### config.mk
export PLATFORM = sky130hd
export DESIGN_NAME = bg_rom_arbiter
export DESIGN_NICKNAME = d
export VERILOG_FILES = /design/src/rtl/bg_rom_arbiter.sv
export SDC_FILE = /design/constraint.sdc
export NUM_CORES = 1
export LEC_CHECK = 0
export CORE_ASPECT_RATIO = 0.75
export CORE_MARGIN = 3
export CORE_UTILIZATION = 31
export DETAILED_ROUTE_END_ITERATION = 6
export PLACE_DENSITY = 0.62
export SLEW_MARGIN = 15
export SYNTH_ARGS = -nofsm -noshare
export SYNTH_HDL_FRONTEND = slang
export SYNTH_SLANG_ARGS = --single-unit
export TNS_END_PERCENT = 20
### constraint.sdc
create_clock -name Clk -period 7.8 [get_ports Clk]
set_clock_uncertainty 0.05 [all_clocks]
set_input_delay 1.56 -clock Clk [delete_from_list [all_inputs] [get_ports Clk]]
set_output_delay 1.56 -clock Clk [all_outputs]
set_load 0.01 [all_outputs]
### src/rtl/bg_rom_arbiter.sv
// Arbitrates one synchronous background ROM between a VGA pixel fetcher (priority)
// and a game-logic lookup port with bounded-wait starvation protection.
module bg_rom_arbiter #(
   parameter int IMG_W    = 320,
   parameter int IMG_H    = 240,
   parameter int MAX_WAIT = 8
) (
   input  logic        Clk,
   input  logic        Reset_n,
   input  logic        vga_req,
   input  logic [9:0]  vga_x,
   input  logic [8:0]  vga_y,
   output logic        vga_valid,
   output logic [4:0]  vga_data,
   input  logic        game_req,
   input  logic [9:0]  game_x,
   input  logic [8:0]  game_y,
   output logic        game_ack,
   output logic        game_valid,
   output logic [4:0]  game_data,
   output logic        game_oob,
   output logic [17:0] rom_addr,
   input  logic [4:0]  rom_data
);

   localparam int          CW    = (MAX_WAIT < 1) ? 1 : $clog2(MAX_WAIT + 1);
   localparam logic [10:0] W_LIM = 11'(IMG_W);
   localparam logic [9:0]  H_LIM = 10'(IMG_H);
   localparam logic [CW-1:0] MAX_W = CW'(MAX_WAIT);

   typedef enum logic [1:0] {IDLE, WAIT, ISSUE, RESP} game_st_e;

   game_st_e        state_q, state_d, cur_st;
   logic [CW-1:0]   wait_q, wait_d;
   logic            vga_pend_q, vga_oob_q;
   logic [4:0]      vga_hold_q, game_hold_q;
   logic            game_oob_q, game_oob_d;
   logic [17:0]     addr_q;

   logic            vga_inr, game_inr, g_live, g_oob, forced, vga_win, game_win;
   logic [17:0]     vga_lin, game_lin;

   function automatic logic [17:0] lin_addr(input logic [9:0] x, input logic [8:0] y);
      logic [17:0] yy;
      yy = {9'd0, y};
      if (IMG_W == 320)
         return (yy << 8) + (yy << 6) + {8'd0, x};
      else
         return 18'(yy * 18'(IMG_W)) + {8'd0, x};
   endfunction

   always_comb begin
      vga_inr  = ({1'b0, vga_x} < W_LIM) && ({1'b0, vga_y} < H_LIM);
      game_inr = ({1'b0, game_x} < W_LIM) && ({1'b0, game_y} < H_LIM);
      vga_lin  = lin_addr(vga_x, vga_y);
      game_lin = lin_addr(game_x, game_y);

      // The response cycle is not a sampling opportunity for a new lookup.
      g_live   = Reset_n && game_req && (state_q != RESP);
      g_oob    = g_live && !game_inr;
      forced   = g_live && game_inr && (wait_q == MAX_W);
      vga_win  = Reset_n && vga_req && vga_inr && !forced;
      game_win = g_live && game_inr && !vga_win;
      game_ack = game_win || g_oob;

      if (!Reset_n)      rom_addr = '0;
      else if (vga_win)  rom_addr = vga_lin;
      else if (game_win) rom_addr = game_lin;
      else               rom_addr = addr_q;

      wait_d = '0;
      if (g_live && game_inr && !game_win) wait_d = wait_q + 1'b1;

      game_oob_d = game_ack ? g_oob : game_oob_q;
   end

   // A grant turns the current cycle into ISSUE regardless of IDLE/WAIT.
   always_comb begin
      cur_st  = game_ack ? ISSUE : state_q;
      state_d = cur_st;
      case (cur_st)
         IDLE:    state_d = (g_live && game_inr) ? WAIT : IDLE;
         WAIT:    state_d = game_req ? WAIT : IDLE;
         ISSUE:   state_d = RESP;
         RESP:    state_d = IDLE;
         default: state_d = IDLE;
      endcase
   end

   always_comb begin
      vga_valid = vga_pend_q || vga_oob_q;
      if (vga_pend_q)     vga_data = rom_data;
      else if (vga_oob_q) vga_data = '0;
      else                vga_data = vga_hold_q;

      game_valid = (state_q == RESP);
      if (game_valid) game_data = game_oob_q ? 5'd0 : rom_data;
      else            game_data = game_hold_q;
      game_oob = game_oob_q;
   end

   always_ff @(posedge Clk or negedge Reset_n) begin
      if (!Reset_n) begin
         state_q     <= IDLE;
         wait_q      <= '0;
         vga_pend_q  <= 1'b0;
         vga_oob_q   <= 1'b0;
         vga_hold_q  <= '0;
         game_hold_q <= '0;
         game_oob_q  <= 1'b0;
         addr_q      <= '0;
      end else begin
         state_q     <= state_d;
         wait_q      <= wait_d;
         vga_pend_q  <= vga_win;
         vga_oob_q   <= vga_req && !vga_inr;
         vga_hold_q  <= vga_data;
         game_hold_q <= game_data;
         game_oob_q  <= game_oob_d;
         addr_q      <= rom_addr;
      end
   end

endmodule

# ---- Word level (Yosys, flattened, before mapping)
# Cells that the tools add are included.
dict set report word_totals {
  regBits 37
  inputBits 47
  out_inout_bits 32
  word_cells 56
}
dict set report classes {
  add_sub_neg 5
  n_lt_le_gt_ge 4
  n_eq_ne 6
  mux 12
  n_reduce_logical 21
}
# cell n
set ops {}
lappend ops {{two-way mux 18 bit} 3}
lappend ops {{adder 17 x 15 -> 18 bit} 2}
lappend ops {{adder 18 x 10 -> 18 bit} 2}
lappend ops {{less-than comparator 10 x 9 -> 1 bit, second input constant} 2}
lappend ops {{two-way mux 5 bit} 4}
lappend ops {{less-than comparator 9 x 8 -> 1 bit, second input constant} 2}
lappend ops {{logical AND 1 bit} 13}
lappend ops {{case mux 2 bit (4 select lines)} 1}
lappend ops {{== test 2 bit, second input constant} 3}
lappend ops {{logical NOT 1 bit} 5}
lappend ops {{adder 4 x 1 -> 4 bit, second input constant} 1}
lappend ops {{== test 4 bit, second input constant} 1}
lappend ops {{two-way mux 4 bit} 1}
lappend ops {{== test 2 x 1 -> 1 bit, second input constant} 1}
lappend ops {{logical NOT 2 bit} 1}
lappend ops {{logical OR 1 bit} 2}
lappend ops {{two-way mux 1 bit} 2}
lappend ops {{two-way mux 2 bit} 1}
lappend ops {{inequality test 2 bit, second input constant} 1}

# ---- Longest topological paths before layout
# Gate-level depths: netlist of the first run.
dict set report logic_depth {
  word_depth 12
  depth_mapped 10
  ltp_nobuf 10
}

# ---- Worst setup path after synthesis of the first run
# No wires, ideal clock.
dict set report synth_timing {
  kind {input to output}
  start {input port vga_x[9]}
  end {output port rom_addr[15]}
  t_arrival_ns 3.870
  t_required_ns 6.190
  path_slack_ns 2.320
  stages 8
  path_buffers 0
  cell_sequence {fa_1 > ha_1 > nor2b_4 > o31a_1 > or4_1 > a31oi_1 > xor2_1 > a221oi_1}
}
dict set report synth_between {
  elab_chain_cells 9
  elab_cells_between_ends 10
  cone_classes {add/sub: 1; order compare: 1; mux: 3; reduce/logical: 5}
}
# element line_no
set synth_lines {}
lappend synth_lines {{start: declaration} 11} ;# input logic [9:0] vga_x,
lappend synth_lines {{less-than comparator 10 x 9 -> 1 bit} 53} ;# vga_inr = ({1'b0, vga_x} < W_LIM) && ({1'b0, vga_y} < H_LIM);
lappend synth_lines {{logical AND 1 bit} 53}
lappend synth_lines {{logical AND 1 bit (2 in series)} 62} ;# vga_win = Reset_n && vga_req && vga_inr && !forced;
lappend synth_lines {{logical NOT 1 bit} 63} ;# game_win = g_live && game_inr && !vga_win;
lappend synth_lines {{logical AND 1 bit} 63}
lappend synth_lines {{two-way mux 18 bit} 68} ;# else if (game_win) rom_addr = game_lin;
lappend synth_lines {{two-way mux 18 bit *} 67} ;# else if (vga_win) rom_addr = vga_lin;
lappend synth_lines {{two-way mux 18 bit *} 66} ;# if (!Reset_n) rom_addr = '0;
lappend synth_lines {{end: declaration} 22} ;# output logic [17:0] rom_addr,
# Mark *: on every way between the ends. The rest lies on a longest branch, timed or not.

# ---- Worst setup path in the final report of the first run
dict set report layout_timing {
  start {input port vga_y[1]}
  end {output port rom_addr[15]}
}
dict set report layout_between {
  elab_chain_cells 9
  elab_cells_between_ends 11
  cone_classes {add/sub: 2; order compare: 1; mux: 3; reduce/logical: 5}
}
# element line_no
set layout_lines {}
lappend layout_lines {{start: declaration} 12} ;# input logic [8:0] vga_y,
lappend layout_lines {{branches (longest 7 deep; another with adder 17 x 15 -> 18 bit)} --}
lappend layout_lines {{two-way mux 18 bit *} 67}
lappend layout_lines {{two-way mux 18 bit *} 66}
# Every way passes the cells marked *.

==> results.tsv, run 1 <==
stage	metric	value	unit
pwr	Comb power frac	32.9	%
floorplanning	die height	86.83	um
critical_path	startpoint types	input port	
routing	Pre-Repair DR Iteration Count	4	
logic_synthesis	post-synthesis register bit count	37	
clocking	CTS Hold Bufs	0	
routing	drt wl/cell	14.46	um
finish	share of cells above drive strength 1	4.932	%
finish	Nets	451	
routing	Via Count	2281	
floorplanning	# rows	28	
logic_synthesis	mapped cell area	2700	um^2
logic_synthesis	Synth Area per Inst	9.507	um^2
clocking	Clock Sinks	37	
grt	GRT overflow	0	
timing	unrepaired setup endpoints after global routing	false	
clocking	Clock Latency Late Sink	0.27	ns
hold_path	hold path cells	1	
critical_path	CP Max Fanout	4	
floorplanning	chip width	113.8	um
timing	relative max-transition margin	57.64	%
logic_synthesis	dominant synthesized flop cell	dfrtp_1	
clocking	clock root buffer	clkbuf_16	
grt	first-pass GRT wire length	11.35	mm
pwr	Sw Share	29.51	%
logic_synthesis	ys async rst share	100.0	%
pwr	Internal Power	0.4734	mW
critical_path	CP required	6.19	ns
outcome	status	completed	
floorplanning	I/O pin count	79	
logic_synthesis	Netlist cell types	52	
critical_path	RR Startpoint	state_q[0]	
timing	period utilization	84.07	%
critical_path	Crit. End Element	primary output	
grt	antenna violations before repair	0	
logic_synthesis	Yosys warnings	0	
clocking	Clock Tree Buf Depth	2	
critical_path	Worst R2R Path Depth	7	
logic_synthesis	Synth Instances	284	
timing	number of endpoints failing setup at the final stage	0	
clocking	clock-pin slew on the worst setup and hold paths	0.06	ns
logic_synthesis	syn_nets	371	
hold_path	worst hold path class	reg2reg	
timing	Final Critical Period	6.558	ns
grt	vias in the first global route	2358	
grt	largest net degree at the start of global routing	59	
finish	n_diodes	0	
finish	# fillers	805	
clocking	# Post-CTS Setup Buffers	0	
job	max cap viols	0	
routing	Vias/cell	4.853	
clocking	Resized cells post-CTS	0	
place	detailed placement HPWL	5.474	mm
clocking	CTS H-tree depth	2	
timing	max frequency	0.1525	GHz
timing	final worst setup slack	1.242	ns
timing	final count of hold timing violations	0	
critical_path	Critical Path AT	4.95	ns
place	gpl congestion	0.7944	
routing	DRC Markers	0	
grt	gr usage total	14.16	%
routing	initial drt markers	52	
pwr	worst vdd ir	0.1403	mV
finish	Area Overhead vs Synth	39.25	%
hold_path	Worst Hold End	state_q[1]	
pwr	power consumption	0.6716	mW
finish	most common cell after layout, fill and taps aside	clkdlybuf4s50_1	
pwr	Clk pwr share	34.4	%
floorplanning	die area	9878	um^2
timing	Fin Setup TNS	0	ns
floorplanning	core area	8163	um^2
pwr	power density over the cells	178.6	nW/um^2
place	input/output buffers	78	
timing	final count of pins violating max slew	0	
clocking	CTS tree	built	
critical_path	FF-to-FF setup slack	5.14	ns
critical_path	CP Class	in2out	
floorplanning	Initial Utilization	33.08	%
finish	commonest cells after routing, fill and taps aside	77 x clkdlybuf4s50_1, 37 x dfrtp_1, 34 x ha_1	
timing	Hold WS	0.4205	ns
logic_synthesis	sequential share of the synthesized area	34.29	%
pwr	Seq pwr share	32.6	%
hold_path	hold path start	state_q[0]	
timing	Slew @ Worst Pin	0.6354	ns
pwr	Lkg Pwr	1.805	nW
clocking	cts bufs inserted	5	
finish	final core utilization	46.06	%
pwr	Switching Power	0.1982	mW
logic_synthesis	Post-synth EDFFs	0	
routing	Final ANT Viol Nets	0	
routing	final wirelength	6.795	mm
place	pre-CTS WS	1.227	ns
critical_path	worst flop-to-flop path endpoint	addr_q[14]	
==> cells in the mapped netlist, types with 2 or more instances <==
| master | instances | area, um^2 |
|---|---|---|
| nor4_1 | 2 | 12.51 |
| ha_1 | 34 | 425.4 |
| o21ai_0 | 18 | 90.09 |
| o31a_1 | 2 | 17.52 |
| nand4_1 | 2 | 12.51 |
| a22o_1 | 6 | 52.55 |
| nand2_1 | 26 | 97.59 |
| dfrtp_1 | 37 | 925.9 |
| clkbuf_1 | 3 | 11.26 |
| nand2b_1 | 3 | 18.77 |
| fa_1 | 6 | 120.1 |
| inv_1 | 25 | 93.84 |
| and3_1 | 2 | 12.51 |
| nand3_1 | 8 | 40.04 |
| nor3_1 | 3 | 15.01 |
| mux2i_1 | 8 | 80.08 |
| nor2_1 | 21 | 78.83 |
| a31oi_1 | 2 | 12.51 |
| a21oi_1 | 14 | 70.07 |
| nor2b_1 | 4 | 25.02 |
| o21a_1 | 6 | 45.04 |
| o21bai_1 | 2 | 15.01 |
| o211a_1 | 8 | 80.08 |
| xor2_1 | 4 | 35.03 |
| a221oi_1 | 2 | 17.52 |
| buf_2 | 3 | 15.01 |
| xnor2_1 | 8 | 70.07 |
==> cell families after synthesis <==
family	after synthesis	share of synthesized area (%)
mux	8	2.966
compound gates	74	19.37
flops	37	34.29
fa+ha+maj	40	20.20
buf+inv	33	4.865
xor+xnor	12	3.892
simple gates	80	14.41
==> power groups by stage <==
stage | Sequential [mW] | Combinational, mW | Clock, mW
floorplan | 0.221 | 0.127 | 0
global placement | 0.221 | 0.220 | 0
detailed placement | 0.223 | 0.222 | 0
CTS | 0.219 | 0.224 | 0.236
global route | 0.221 | 0.248 | 0.246
finish | 0.219 | 0.221 | 0.231
==> worst max-delay path, stage by stage <==
cell and delay [ns]:
clkdlybuf4s50_1 0.52, fa_1 0.43, ha_1 0.35, nor2b_4 0.15, o31a_1 0.27, or4_1 0.40
a31oi_1 0.22, xor2_1 0.09, a221oi_1 0.35, clkdlybuf4s50_1 0.60
==> area by class of cell <==
class                      count  area [um^2]  area share, %
clock inverter                 3        46.29          1.231
timing repair buffer          80        790.8          21.03
multi-input combinational    214         1643          43.69
tap                          105        131.4          3.494
sequential                    37        925.9          24.63
inverter                      26        97.59          2.596
clock buffer                   5        125.1          3.328
==> per-stage QoR <==
step / instances / area (um^2)
after floorplan: 284 / 2700
after global placement: 462 / 3588
after detailed placement: 462 / 3588
after CTS: 470 / 3760
after global routing: 470 / 3760
final: 470 / 3760
==> worst max path at each step <==
stage | from | end | slack [ns] | cells after the start
after global routing | vga_y[2] | rom_addr[14] | 0.94 | 11
after detailed placement | vga_y[1] | rom_addr[15] | 1.23 | 10
after floorplan | vga_x[9] | rom_addr[15] | 2.32 | 8
after CTS | vga_y[1] | rom_addr[15] | 1.22 | 10
after global placement | vga_y[1] | rom_addr[15] | 1.26 | 10
final | vga_y[1] | rom_addr[15] | 1.24 | 10
==> state kept, by name (all words and copies together), names as in the netlist <==
name / flops
wait_q: 4
game_oob: 1
vga_pend_q: 1
addr_q: 18
vga_oob_q: 1
game_hold_q: 5
state_q: 2
vga_hold_q: 5
==> routing by layer <==
metal  global-route usage, %  vias to the layer above  part of all wire [%]
met5                       0                        -                     0
met4                   2.293                        0                  0.43
met1                   20.66                     1058                    52
met3                   4.257                        4                   7.2
li1                        -                     1163                     -
met2                   21.00                       56                    40
No activity file was read; power rests on OpenSTA's default activity.
==> run 2: changes to the inputs <==
PLACE_DENSITY = 0.64   (was 0.62)
clock period = 5.3 ns   (was 7.8 ns; I/O delays follow)
==> results.tsv, run 2 (same netlist as run 1, synthesis figures left out) <==
stage	metric	value	unit	change
outcome	status	completed		
timing	final count of hold timing violations	0		unchanged
floorplanning	die area	9878	um^2	unchanged
routing	initial drt markers	64		+23%
critical_path	Crit. End Element	primary output		
finish	Area Overhead vs Synth	44.76	%	
routing	drt wl/cell	14.50	um	+0.29%
critical_path	slowest CP cell	fa_1		
finish	register area	925.9	um^2	unchanged
clocking	Clock Latency Late Sink	0.28	ns	about the same
pwr	power consumption	1.015	mW	+51%
critical_path	startpoint types	input port		
finish	Regs by FF count	addr_q x18, game_hold_q x5, vga_hold_q x5		
finish	post-route cell area	3909	um^2	+4.0%
place	input/output buffers	78		unchanged
timing	number of endpoints failing setup at the final stage	0		unchanged
finish	Nets	470		+4.2%
grt	gr usage total	14.59	%	+0.43 points
place	gpl congestion	0.8075		+1.6%
critical_path	Critical Path AT	4.02	ns	-0.93 ns
timing	Slew @ Worst Pin	0.6283	ns	-0.007095 ns
clocking	clock root buffer	clkbuf_16		
job	max cap viols	0		unchanged
clocking	CTS tree	built		
timing	max frequency	0.1948	GHz	
floorplanning	Initial Utilization	33.08	%	unchanged
place	dpl cell area	3731	um^2	+4.0%
timing	period utilization	96.85	%	
grt	largest net degree at the start of global routing	58		-1.7%
floorplanning	core area	8163	um^2	unchanged
timing	relative max-transition margin	58.11	%	+0.47 points
critical_path	CP required	4.19	ns	-2.00 ns
timing	Final Critical Period	5.133	ns	
floorplanning	I/O pin count	79		unchanged
place	pre-CTS WS	-0.2747	ns	-1.501 ns
timing	final worst setup slack	0.1671	ns	-1.075 ns
critical_path	Buf/Inv on CP	3		+1
critical_path	critical-path cell list	clkdlybuf4s50_1, inv_1, fa_1, fa_2, nor2b_4, o31a_1, or4_1, a31oi_1, xor2_1, a221oi_1, clkbuf_2		
grt	antenna violations before repair	0		unchanged
routing	Final ANT Viol Nets	0		unchanged
floorplanning	# rows	28		unchanged
finish	commonest cells after routing, fill and taps aside	72 x clkdlybuf4s50_1, 37 x dfrtp_1, 34 x ha_1		
clocking	Clock Sinks	37		unchanged
hold_path	worst hold path class	reg2reg		
routing	DRC Markers	0		unchanged
routing	final wirelength	7.090	mm	+4.3%
timing	unrepaired setup endpoints after global routing	true		
floorplanning	die height	86.83	um	unchanged
critical_path	CP Class	in2out		
routing	Pre-Repair DR Iteration Count	4		unchanged
clocking	cts bufs inserted	5		unchanged
finish	most common cell after layout, fill and taps aside	clkdlybuf4s50_1		
routing	Via Count	2406		+5.5%
timing	final count of pins violating max slew	0		unchanged
routing	Vias/cell	4.920		+1.4%
clocking	CTS H-tree depth	2		unchanged
floorplanning	chip width	113.8	um	unchanged
finish	n_diodes	0		unchanged
clocking	Clock Tree Buf Depth	2		unchanged
critical_path	cell family with most CP delay	adder cells		
finish	Top reg by flops	addr_q		
critical_path	CP Max Fanout	2		-2
finish	max reg flops	18		unchanged
grt	vias in the first global route	2458		+4.2%
finish	Multi-input gate area	1659	um^2	+0.99%
place	detailed placement HPWL	5.730	mm	+4.7%
critical_path	Worst path max stage delay	0.61	ns	about the same
finish	share of cells above drive strength 1	10.94	%	+6.0 points
pwr	Lkg Pwr	1.921	nW	+6.5%
clocking	clock-pin slew on the worst setup and hold paths	0.06	ns	about the same
grt	first-pass GRT wire length	11.65	mm	+2.6%
pwr	power density over the cells	259.8	nW/um^2	+45%
clocking	CTS Hold Bufs	0		unchanged
pwr	worst vdd ir	0.1516	mV	+8.0%
grt	GRT overflow	0		unchanged
finish	# fillers	822		+2.1%
[run 2: cell count changes in the layout (fill, tap and decap cells not counted), moves of 2 or more]
cell	delta
buf_4	+19
dlygate4sd2_1	+4
a21oi_1	-2
a21oi_2	+2
clkdlybuf4s50_1	-5
[run 2: report_power, final]
| part | internal, mW | switching, mW |
|---|---|---|
| clock | 0.223 | 0.120 |
| combinational | 0.180 | 0.170 |
| sequential | 0.311 | 0.0111 |
| total | 0.714 | 0.301 |
[run 2: routing by layer]
metal / up-vias / track usage (%) / part of all wire, %
met5: - / 0 / 0
li1: 1215 / - / -
met4: 0 / 2.838 / 0.30
met2: 68 / 23.14 / 44
met3: 2 / 3.629 / 6.5
met1: 1121 / 20.35 / 49
[run 2: what timing repair did]
item                                    4_1_cts  5_1_grt
endpoints found under the setup margin        5        5
setup buffers                                 0        0
resized for setup                             5        6
pin swaps                                     0        0
[run 2: worst reg2reg max path, stage by stage (launching register included)]
cell	delay, ns
dfrtp_1	0.39
nand2_1	0.28
nand3_1	0.17
or2_0	0.36
o21ai_4	0.29
buf_4	0.27
o21ai_0	0.15
a21oi_2	0.20
[run 2: cell type report]
| cell class | count | share of cell area (%) |
|---|---|---|
| multi-input cells | 214 | 42.45 |
| flip-flops and latches | 37 | 23.69 |
| repair buffers | 99 | 23.62 |
| well taps | 105 | 3.361 |
| clock buffers | 5 | 3.201 |
| inverters | 26 | 2.497 |
| clock inverters | 3 | 1.184 |
[run 2: per-stage QoR]
step                std cells  util, %  hold WS (ns)   TNS [ns]
detailed placement        481    45.71        0.4314    -0.6585
global placement          481    45.71        0.4075    -0.4494
floorplan                 284        -        0.3936          0
global route              489    47.88        0.4701  -0.008582
CTS                       489    47.73        0.4381          0
finish                    489    47.88        0.4369          0
[run 2: worst paths after layout]
check                      startpoint              to  slack, ns  cells after the start
max                          vga_x[8]    rom_addr[15]       0.17                     11
min                        state_q[0]      state_q[1]       0.44                      1
max reg2reg                state_q[0]      addr_q[11]       3.07                      7
min reg2reg                state_q[0]      state_q[1]       0.44                      1
max in group asynchronous     Reset_n       addr_q[6]       3.85                      2
min in group asynchronous     Reset_n  game_hold_q[2]       0.93                      2
